--- src/rtl/plic_gateway.sv ---
// Per-source PLIC interrupt gateway: synchronizes raw lines and runs the claim/complete handshake.
// Optional macro PLIC_GW_EDGE_TRIG_EN adds per-source edge triggering with a 2-bit edge backlog counter.
module plic_gateway #(
    parameter int SRC_NUM = 2,
    parameter int ID_W    = 1
) (
    input  logic               clk,
    input  logic               rst,
    input  logic [SRC_NUM-1:0] src_int,
    input  logic [SRC_NUM-1:0] src_en,
`ifdef PLIC_GW_EDGE_TRIG_EN
    input  logic [SRC_NUM-1:0] edge_mode,
`endif
    input  logic               claim_req,
    input  logic [ID_W-1:0]    claim_id,
    input  logic               complete_req,
    input  logic [ID_W-1:0]    complete_id,
    output logic [SRC_NUM-1:0] ip,
    output logic [SRC_NUM-1:0] inflight
);

    typedef enum logic [1:0] {
        IDLE    = 2'd0,
        PEND    = 2'd1,
        CLAIMED = 2'd2
    } state_t;

    logic [SRC_NUM-1:0] sync1_reg;
    logic [SRC_NUM-1:0] sync2_reg;

    always_ff @(posedge clk) begin
        if (rst) begin
            sync1_reg <= '0;
            sync2_reg <= '0;
        end else begin
            sync1_reg <= src_int;
            sync2_reg <= sync1_reg;
        end
    end

`ifdef PLIC_GW_EDGE_TRIG_EN
    logic [SRC_NUM-1:0] sync_d_reg;

    always_ff @(posedge clk) begin
        if (rst) begin
            sync_d_reg <= '0;
        end else begin
            sync_d_reg <= sync2_reg;
        end
    end

    function automatic logic [1:0] sat2(input logic [2:0] x);
        return (x > 3'd3) ? 2'd3 : x[1:0];
    endfunction
`endif

    genvar gi;
    generate
        for (gi = 0; gi < SRC_NUM; gi++) begin : g_src
            state_t state_reg, state_next;
            logic   ip_reg, ip_next;
            logic   inflight_reg, inflight_next;
            logic   trig;
            logic   claim_hit;
            logic   complete_hit;

            // IDs outside 0..SRC_NUM-1 match no source and therefore fall through untouched.
            assign claim_hit    = claim_req    && (claim_id    == ID_W'(gi));
            assign complete_hit = complete_req && (complete_id == ID_W'(gi));

`ifdef PLIC_GW_EDGE_TRIG_EN
            logic [1:0] cnt_reg, cnt_next;
            logic       edge_pulse;
            logic [2:0] pend_edges;

            assign edge_pulse = edge_mode[gi] & sync2_reg[gi] & ~sync_d_reg[gi];
            assign trig       = edge_mode[gi] ? edge_pulse : sync2_reg[gi];
            // Backlog including an edge arriving this very cycle, so it is never lost on complete.
            assign pend_edges = {1'b0, cnt_reg} + {2'b00, edge_pulse};

            always_ff @(posedge clk) begin
                if (rst) begin
                    cnt_reg <= 2'd0;
                end else begin
                    cnt_reg <= cnt_next;
                end
            end
`else
            assign trig = sync2_reg[gi];
`endif

            always_ff @(posedge clk) begin
                if (rst) begin
                    state_reg    <= IDLE;
                    ip_reg       <= 1'b0;
                    inflight_reg <= 1'b0;
                end else begin
                    state_reg    <= state_next;
                    ip_reg       <= ip_next;
                    inflight_reg <= inflight_next;
                end
            end

            always_comb begin
                state_next = state_reg;
`ifdef PLIC_GW_EDGE_TRIG_EN
                cnt_next   = cnt_reg;
`endif
                case (state_reg)
                    IDLE: begin
                        if (trig && src_en[gi]) begin
                            state_next = PEND;
                        end
                    end
                    PEND: begin
`ifdef PLIC_GW_EDGE_TRIG_EN
                        cnt_next = sat2(pend_edges);
`endif
                        if (claim_hit) begin
                            state_next = CLAIMED;
                        end
                    end
                    CLAIMED: begin
`ifdef PLIC_GW_EDGE_TRIG_EN
                        cnt_next = sat2(pend_edges);
                        if (complete_hit) begin
                            if (pend_edges != 3'd0) begin
                                state_next = PEND;
                                cnt_next   = sat2(pend_edges - 3'd1);
                            end else begin
                                state_next = IDLE;
                            end
                        end
`else
                        if (complete_hit) begin
                            state_next = IDLE;
                        end
`endif
                    end
                    default: state_next = IDLE;
                endcase
            end

            // Outputs are registered decodes of the next state, so no request input reaches them combinationally.
            always_comb begin
                ip_next       = (state_next == PEND) && src_en[gi];
                inflight_next = (state_next == CLAIMED);
            end

            assign ip[gi]       = ip_reg;
            assign inflight[gi] = inflight_reg;
        end
    endgenerate

endmodule
--- config.mk ---
export PLATFORM = sky130hd
export DESIGN_NAME = plic_gateway
export DESIGN_NICKNAME = d
export VERILOG_FILES = /design/src/rtl/plic_gateway.sv
export SDC_FILE = /design/constraint.sdc
export NUM_CORES = 1
export LEC_CHECK = 0
export CAP_MARGIN = 5
export CORE_AREA = 3 3 40 42
export DETAILED_ROUTE_END_ITERATION = 16
export DIE_AREA = 0 0 43 45
export PLACE_DENSITY = 0.62
export RECOVER_POWER = 50
export SLEW_MARGIN = 20
export SYNTH_ARGS = -nofsm -noshare
export SYNTH_HDL_FRONTEND = slang
export SYNTH_SLANG_ARGS = --single-unit
export TNS_END_PERCENT = 50
--- constraint.sdc ---
create_clock -name clk -period 1.4 [get_ports clk]
set_input_delay 0.28 -clock clk [delete_from_list [all_inputs] [get_ports clk]]
set_output_delay 0.28 -clock clk [all_outputs]
set_load 0.02 [all_outputs]
==> reports/qor.tcl, run 1 <==
set qor(cp_top_family) {buffers and inverters}
set qor(global_route.usage.total) 0.08794
set qor(syn-cell-area_um2) 437.9
set qor(synth_compound_area_frac) 0.09143
set qor(critPathMaxStageDelay_ns) 0.32
set qor(post-route-cell-area_um2) 581.8
set qor(drt-pass1-iter-count) 2
set qor(post_route_cells_drive_above_1_share) 0.08929
set qor(crit_chain) {dlygate4sd2_1}
set qor(place_hpwl_um) 568.4
set qor(num_vias) 324
set qor(worst_clock_skew_ns) 0.004923
set qor(instances_no_fill) 71
set qor(clk_transition_reported_paths_ns) 0.07
set qor(synth-simple-area-share) 0.2657
set qor(arrival_ns) 0.89
set qor(grt_overflow_total) 0
set qor(clockRootBuffer) {clkbuf_4}
set qor(crit_type) {reg2out}
set qor(outcome) {completed}
set qor(grt_max_degree) 7
set qor(synthCells) 43
set qor(initial_core_util) 0.3408
set qor(yosysSeqAreaShare) 0.5486
set qor(cts.sink_count) 12
set qor(pin_count) 14
set qor(die_area_um2) 1935
set qor(synth_top_family_by_area) {simple AND/OR/NAND/NOR gates}
set qor(cts_max_level) 1
set qor(setup-violations-final) 0
set qor(avgRoutedWirePerCell_um) 10.01
set qor(synth.area.mux_share) 0
set qor(largest_reg_flops) 4
set qor(die_height_um) 45
set qor(synth.distinct_cells) 18
set qor(cts.path.max_buffers) 2
set qor(peakVddDrop_uv) 549.9
set qor(totalPowerFinal_uw) 605.1
set qor(grtUsageMet2) 0.1108
set qor(placement.io_buffers) 13
set qor(period_minus_slack_ns) 1.174
set qor(postSynthRegisterBits) 12
set qor(power.density_nw_per_um2) 1040
set qor(yosys.area_share.adder) 0
set qor(clock_insertion_delay_worst_skew_ns) 0.26
set qor(cpMaxStageDelayCell) {dlygate4sd2_1}
set qor(crit_end_category) {output pin}
set qor(timing.critical_path.buf_inv) 1
set qor(share_of_the_synthesized_netlist_area_taken_by_xor_and_xnor_gates) 0
set qor(min_path_type) {reg2reg}
set qor(synth.yosys.warnings) 0
set qor(placed_area_um2) 568.0
set qor(cts_tree) {yes}
set qor(total_leakage_power_uw) 0.0002438
set qor(timing.critical_path.from_type) {register}
set qor(grt.busiest_layer) {met2}
set qor(groute.layer.met1.usage) 0.1005
set qor(n_antenna_cell) 0
set qor(final_hold_viol_count) 0
set qor(maxCapViolCount) 0
set qor(place.gp.congestion) 0.6568
set qor(syn2layout_area_growth_pct) 32.86
set qor(grt_first_pass_wirelength_um) 1159
set qor(cp_max_fo) 1
set qor(unrepaired_setup_endpoints_after_global_routing) {no}
set qor(tightestPinTransition_ns) 0.2640
set qor(dp.cells) 68
set qor(max_freq_mhz) 851.9
set qor(use_met3) 0.05976
set qor(cell_rows) 13
set qor(cts_hold_buf) 0
set qor(floorplan.die.width_um) 43
set qor(slew_violations) 0
set qor(nets) 68
set qor(mean_post_synth_cell_area_um2) 10.18
set qor(post-route-period-util) 0.8385
set qor(route.antenna.remaining_nets) 0
set qor(first_global_vias) 270
set qor(slew_headroom) 0.8232
set qor(place_ws_ns) -0.02908
set qor(inserted_clock_buffers) 3
set qor(cp_data_required_time_ns) 1.12
set qor(antenna_found_initial) 0
set qor(final_hold_slack_ns) 0.4404
set qor(syn_nets) 53
set qor(floorplan.core_area_um2) 1285
set qor(post-route-drc-count) 0
set qor(total_setup_buffers_inserted_after_cts) 0
set qor(drtIter0Drc) 3
set qor(postRouteWirelength_um) 711
set qor(final.setup.worst_slack_ns) 0.2261
set qor(post_drt_via_cell_ratio) 4.563
-- cells in the mapped netlist --
cell type  count  area, um2
a211oi_2       1      12.51
a21bo_1        1      10.01
a31oi_1        2      12.51
and2_1         1      6.260
and3_1         1      6.260
and4_1         1      8.760
and4b_1        1      10.01
buf_4          4      30.03
clkbuf_1       1      3.750
dfxtp_1       12      240.2
inv_1          2      7.510
nand2_1        1      3.750
nand2b_1       1      6.260
nand3b_1       2      15.01
nor2_1         5      18.77
nor2b_1        5      31.28
nor4bb_1       1      10.01
o21ai_0        1      5.000
-- placed cells by master, fill, tap and decap left out, drive strengths merged, types with 2 or more instances in the layout --
cell,n
nor2,5
dlygate4sd2,4
a31oi,2
clkbuf,4
nand3b,2
nor2b,5
inv,2
clkdlybuf4s50,8
dfxtp,12
-- path summary, 6_finish.rpt --
kind	slack (ns)	startpoint	cells past startpoint	to
max	0.23	g_src[0].ip_reg$_SDFF_PP0_	1	ip[0]
min reg2reg	0.44	sync1_reg[0]$_SDFF_PP0_	1	sync2_reg[0]$_SDFF_PP0_
min	0.44	sync1_reg[0]$_SDFF_PP0_	1	sync2_reg[0]$_SDFF_PP0_
max reg2reg	0.36	g_src[1].state_reg[1]$_SDFF_PP0_	3	g_src[1].ip_reg$_SDFF_PP0_
-- area by class of cell --
type	count	area, um2
Clock buffer	3	22.52
Fill cell	140	703.2
Inverter	2	7.507
Multi-Input combinational cell	24	156.4
Sequential cell	12	240.2
Tap cell	15	18.77
Timing Repair Buffer	15	136.4
-- where the power goes --
| part | internal (uW) | total, uW | switching (uW) |
|---|---|---|---|
| Combinational | 33.7 | 52.7 | 19.0 |
| Sequential | 350 | 353 | 2.90 |
| Clock | 99.3 | 199 | 99.8 |
-- routing by layer --
layer / vias up / wire length [um]
li1: 166 / -
met1: 143 / 321
met5: - / 0
met2: 13 / 309
met4: 0 / 10
met3: 2 / 70
-- cell families after synthesis --
family                 after synthesis
AOI/OAI and AO/OA                    5
DFF                                 12
buffers and inverters                7
and+or+nand+nor                     19
-- through the flow --
| stage | TNS (ns) | utilization |
|---|---|---|
| floorplan | 0 | - |
| global placement | 0 | 0.4421 |
| detailed placement | -0.07150 | 0.4421 |
| CTS | 0 | 0.4557 |
| global route | 0 | 0.4528 |
| finish | 0 | 0.4528 |
-- timing repair --
item | in CTS | in global routing
hold endpoints to repair | 0 | 0
setup endpoints to repair | 4 | 0
gates resized for setup | 4 | 0
(Power assumes the default switching activity.)
==> run 2: changes to the inputs <==
--- a/config.mk
+++ b/config.mk
@@ -9,7 +9,7 @@
 export CORE_AREA = 3 3 40 42
 export DETAILED_ROUTE_END_ITERATION = 16
 export DIE_AREA = 0 0 43 45
-export PLACE_DENSITY = 0.62
+export PLACE_DENSITY = 0.64
 export RECOVER_POWER = 50
 export SLEW_MARGIN = 20
 export SYNTH_ARGS = -nofsm -noshare
==> constraint.sdc (replaced) <==
create_clock -name clk -period 0.95 [get_ports clk]
set_input_delay 0.19 -clock clk [delete_from_list [all_inputs] [get_ports clk]]
set_output_delay 0.19 -clock clk [all_outputs]
set_load 0.02 [all_outputs]
==> run 2 against run 1 <==
Effect of this change: the flow now finishes with violations (negative setup slack); critical path depth increased by 2; final area increased by 11%; combinational power increased by 71%; wire length increased by 8.9%; non-clock buffer count increased by 3; sequential power increased by 48%; largest power group unchanged; highest routed layer unchanged.
==> reports/qor.tcl, run 2 (synthesis results as in run 1) <==
set qor(die_height_um) 45 ;# unchanged
set qor(total_setup_buffers_inserted_after_cts) 0 ;# unchanged
set qor(global_route.usage.total) 0.09106 ;# +0.003121
set qor(outcome) {finished with violations}
set qor(min_path_type) {in2reg}
set qor(regToRegEndpoint) {g_src[1].ip_reg$_SDFF_PP0_}
set qor(cts_tree) {yes}
set qor(period_minus_slack_ns) 0.9714
set qor(rr_worst_depth) 3 ;# unchanged
set qor(num_vias) 334 ;# +3.1%
set qor(first_global_vias) 332 ;# +23%
set qor(slew_violations) 0 ;# unchanged
set qor(floorplan.die.width_um) 43 ;# unchanged
set qor(post-route-period-util) 1.023
set qor(grt_overflow_total) 0 ;# unchanged
set qor(place.gp.congestion) 0.8555 ;# +30%
set qor(core_utilization_of_the_finished_layout) 0.5034 ;# +0.05063
set qor(intPower_uw) 805.0 ;# +67%
set qor(slew_headroom) 0.8646 ;# +0.04137
set qor(grt_max_degree) 8 ;# +1
set qor(hold_end) {g_src[1].state_reg[0]$_SDFF_PP0_}
set qor(initial_core_util) 0.3408 ;# unchanged
set qor(inserted_clock_buffers) 3 ;# unchanged
set qor(violations) {negative setup slack}
set qor(cell_rows) 13 ;# unchanged
set qor(avgRoutedWirePerCell_um) 10.32 ;# +3.1%
set qor(clock_group_share_of_total_power) 0.395 ;# +0.066
set qor(cts.path.max_buffers) 2 ;# unchanged
set qor(cts_max_level) 1 ;# unchanged
set qor(area.sequential_um2) 242.7 ;# +1.0%
set qor(postRouteWirelength_um) 774 ;# +8.9%
set qor(netSwitchingPower_uw) 205.5 ;# +69%
set qor(post_drt_via_cell_ratio) 4.453 ;# -2.4%
set qor(total_leakage_power_uw) 0.0002670 ;# +9.5%
set qor(post_route_cells_drive_above_1_share) 0.3333 ;# +0.2440
set qor(peakVddDrop_uv) 957.0 ;# +74%
set qor(fillers) 128 ;# -8.6%
set qor(worst_clock_skew_ns) 0.003992 ;# -0.0009311 ns
set qor(floorplan.core_area_um2) 1285 ;# unchanged
set qor(n_antenna_cell) 0 ;# unchanged
set qor(setup_total_negative_slack_ns) -0.04201 ;# -0.04201 ns
set qor(clock_insertion_delay_worst_skew_ns) 0.26 ;# about the same
set qor(final_hold_slack_ns) 0.4192 ;# -0.02123 ns
set qor(clk_transition_reported_paths_ns) 0.08 ;# about the same
set qor(pin_count) 14 ;# unchanged
set qor(unrepaired_setup_endpoints_after_global_routing) {yes}
set qor(cts_hold_buf) 0 ;# unchanged
set qor(tightestPinTransition_ns) 0.2010 ;# -0.06295 ns
set qor(min_from) {claim_req}
set qor(final_cell_mix) {10 x dfxtp_1, 7 x clkdlybuf4s50_1, 7 x buf_4}
set qor(crit_type) {reg2reg}
set qor(clockRootBuffer) {clkbuf_4}
set qor(drtIter0Drc) 1 ;# -2
set qor(die_area_um2) 1935 ;# unchanged
set qor(netSwitchingFraction) 0.2034 ;# +0.002340
set qor(max_freq_mhz) 1029
set qor(route.antenna.remaining_nets) 0 ;# unchanged
set qor(final_hold_viol_count) 0 ;# unchanged
set qor(cts.sink_count) 12 ;# unchanged
set qor(power.density_nw_per_um2) 1562 ;# +50%
set qor(multiInputGateArea_um2) 191.4 ;# +22%
set qor(setup-violations-final) 3 ;# +3
set qor(leading_cell_type_in_the_layout_fill_and_taps_excluded) {dfxtp_1}
set qor(final.setup.worst_slack_ns) -0.02143 ;# -0.2476 ns
set qor(arrival_ns) 1.18 ;# +0.29 ns
set qor(reg2reg_from) {g_src[1].state_reg[0]$_SDFF_PP0_}
set qor(syn2layout_area_growth_pct) 47.71
set qor(totalPowerFinal_uw) 1011 ;# +67%
set qor(largest_reg_flops) 4 ;# unchanged
set qor(maxCapViolCount) 0 ;# unchanged
set qor(nets) 71 ;# +4.4%
set qor(hold-path-cell-count) 3 ;# +2
set qor(grt_first_pass_wirelength_um) 1235 ;# +6.6%
set qor(p_comb_frac) 0.089 ;# +0.002
set qor(post-route-drc-count) 0 ;# unchanged
set qor(cp_max_fo) 4 ;# +3
set qor(part_of_the_power_in_registers) 0.516 ;# -0.068
set qor(drt-pass1-iter-count) 4 ;# +2
set qor(setup_slack_on_the_worst_flop_to_flop_path_ns) -0.02 ;# -0.38 ns
set qor(placement.io_buffers) 13 ;# unchanged
set qor(crit_end_category) {register}
set qor(antenna_found_initial) 0 ;# unchanged
set qor(timing.critical_path.from_type) {register}
set qor(cp_data_required_time_ns) 1.16 ;# +0.04 ns
set qor(place_hpwl_um) 572.5 ;# +0.72%
run 2: worst max-delay path, cell delays in order, from the launching register on:
cell and delay (ns):
dfxtp_2 0.35, a21bo_1 0.21, a211oi_2 0.19, and3_1 0.17
run 2: how the worst max path moves through the flow:
stage / from / endpoint / slack (ns) / cells past startpoint
3_5_place_dp: claim_id / g_src[0].ip_reg$_SDFF_PP0_ / -0.39 / 4
4_1_cts: complete_id / g_src[0].state_reg[1]$_SDFF_PP0_ / -0.05 / 5
5_1_grt: g_src[1].state_reg[0]$_SDFF_PP0_ / g_src[1].ip_reg$_SDFF_PP0_ / -0.07 / 3
3_3_place_gp: claim_id / g_src[0].ip_reg$_SDFF_PP0_ / -0.37 / 4
2_1_floorplan: g_src[1].state_reg[1]$_SDFF_PP0_ / g_src[1].ip_reg$_SDFF_PP0_ / 0.02 / 3
6_report: g_src[1].state_reg[0]$_SDFF_PP0_ / g_src[1].ip_reg$_SDFF_PP0_ / -0.02 / 3
run 2: power by group through the flow:
stage,registers [uW],logic (uW),clock network [uW]
after floorplan,531,33.0,0
after global placement,532,86.6,0
after detailed placement,532,87.3,0
after CTS,521,84.5,408
after global routing,522,99.1,443
final,521,90.3,399
run 2: what timing repair did:
action,in CTS,in global routing
resized for setup,22,6
pin swaps,1,3
gates cloned,0,0
setup endpoints to repair,9,7
run 2: metrics by stage:
| stage | setup slack, ns | instances | cell area [um2] |
|---|---|---|---|
| 2_1_floorplan | 0.01672 | 43 | 437.9 |
| 3_3_place_gp | -0.3680 | 71 | 590.6 |
| 3_5_place_dp | -0.3939 | 71 | 590.6 |
| 4_1_cts | -0.05163 | 75 | 619.3 |
| 5_1_grt | -0.07250 | 75 | 646.9 |
| 6_report | -0.02143 | 75 | 646.9 |
run 2: per-layer routing:
layer	vias to the layer above	wire length [um]	global-route usage
li1	176	-	-
met1	147	330	0.09732
met2	9	375	0.1437
met3	2	51	0.03586
met4	0	16	0.07229
met5	-	0	0
run 2: layout make-up:
class | instances | share of cell area
repair buffers | 18 | 0.2321
flip-flops and latches | 12 | 0.3752
inverters | 2 | 0.01161
clock buffers | 4 | 0.05609
well taps | 15 | 0.02901
multi-input cells | 24 | 0.2959
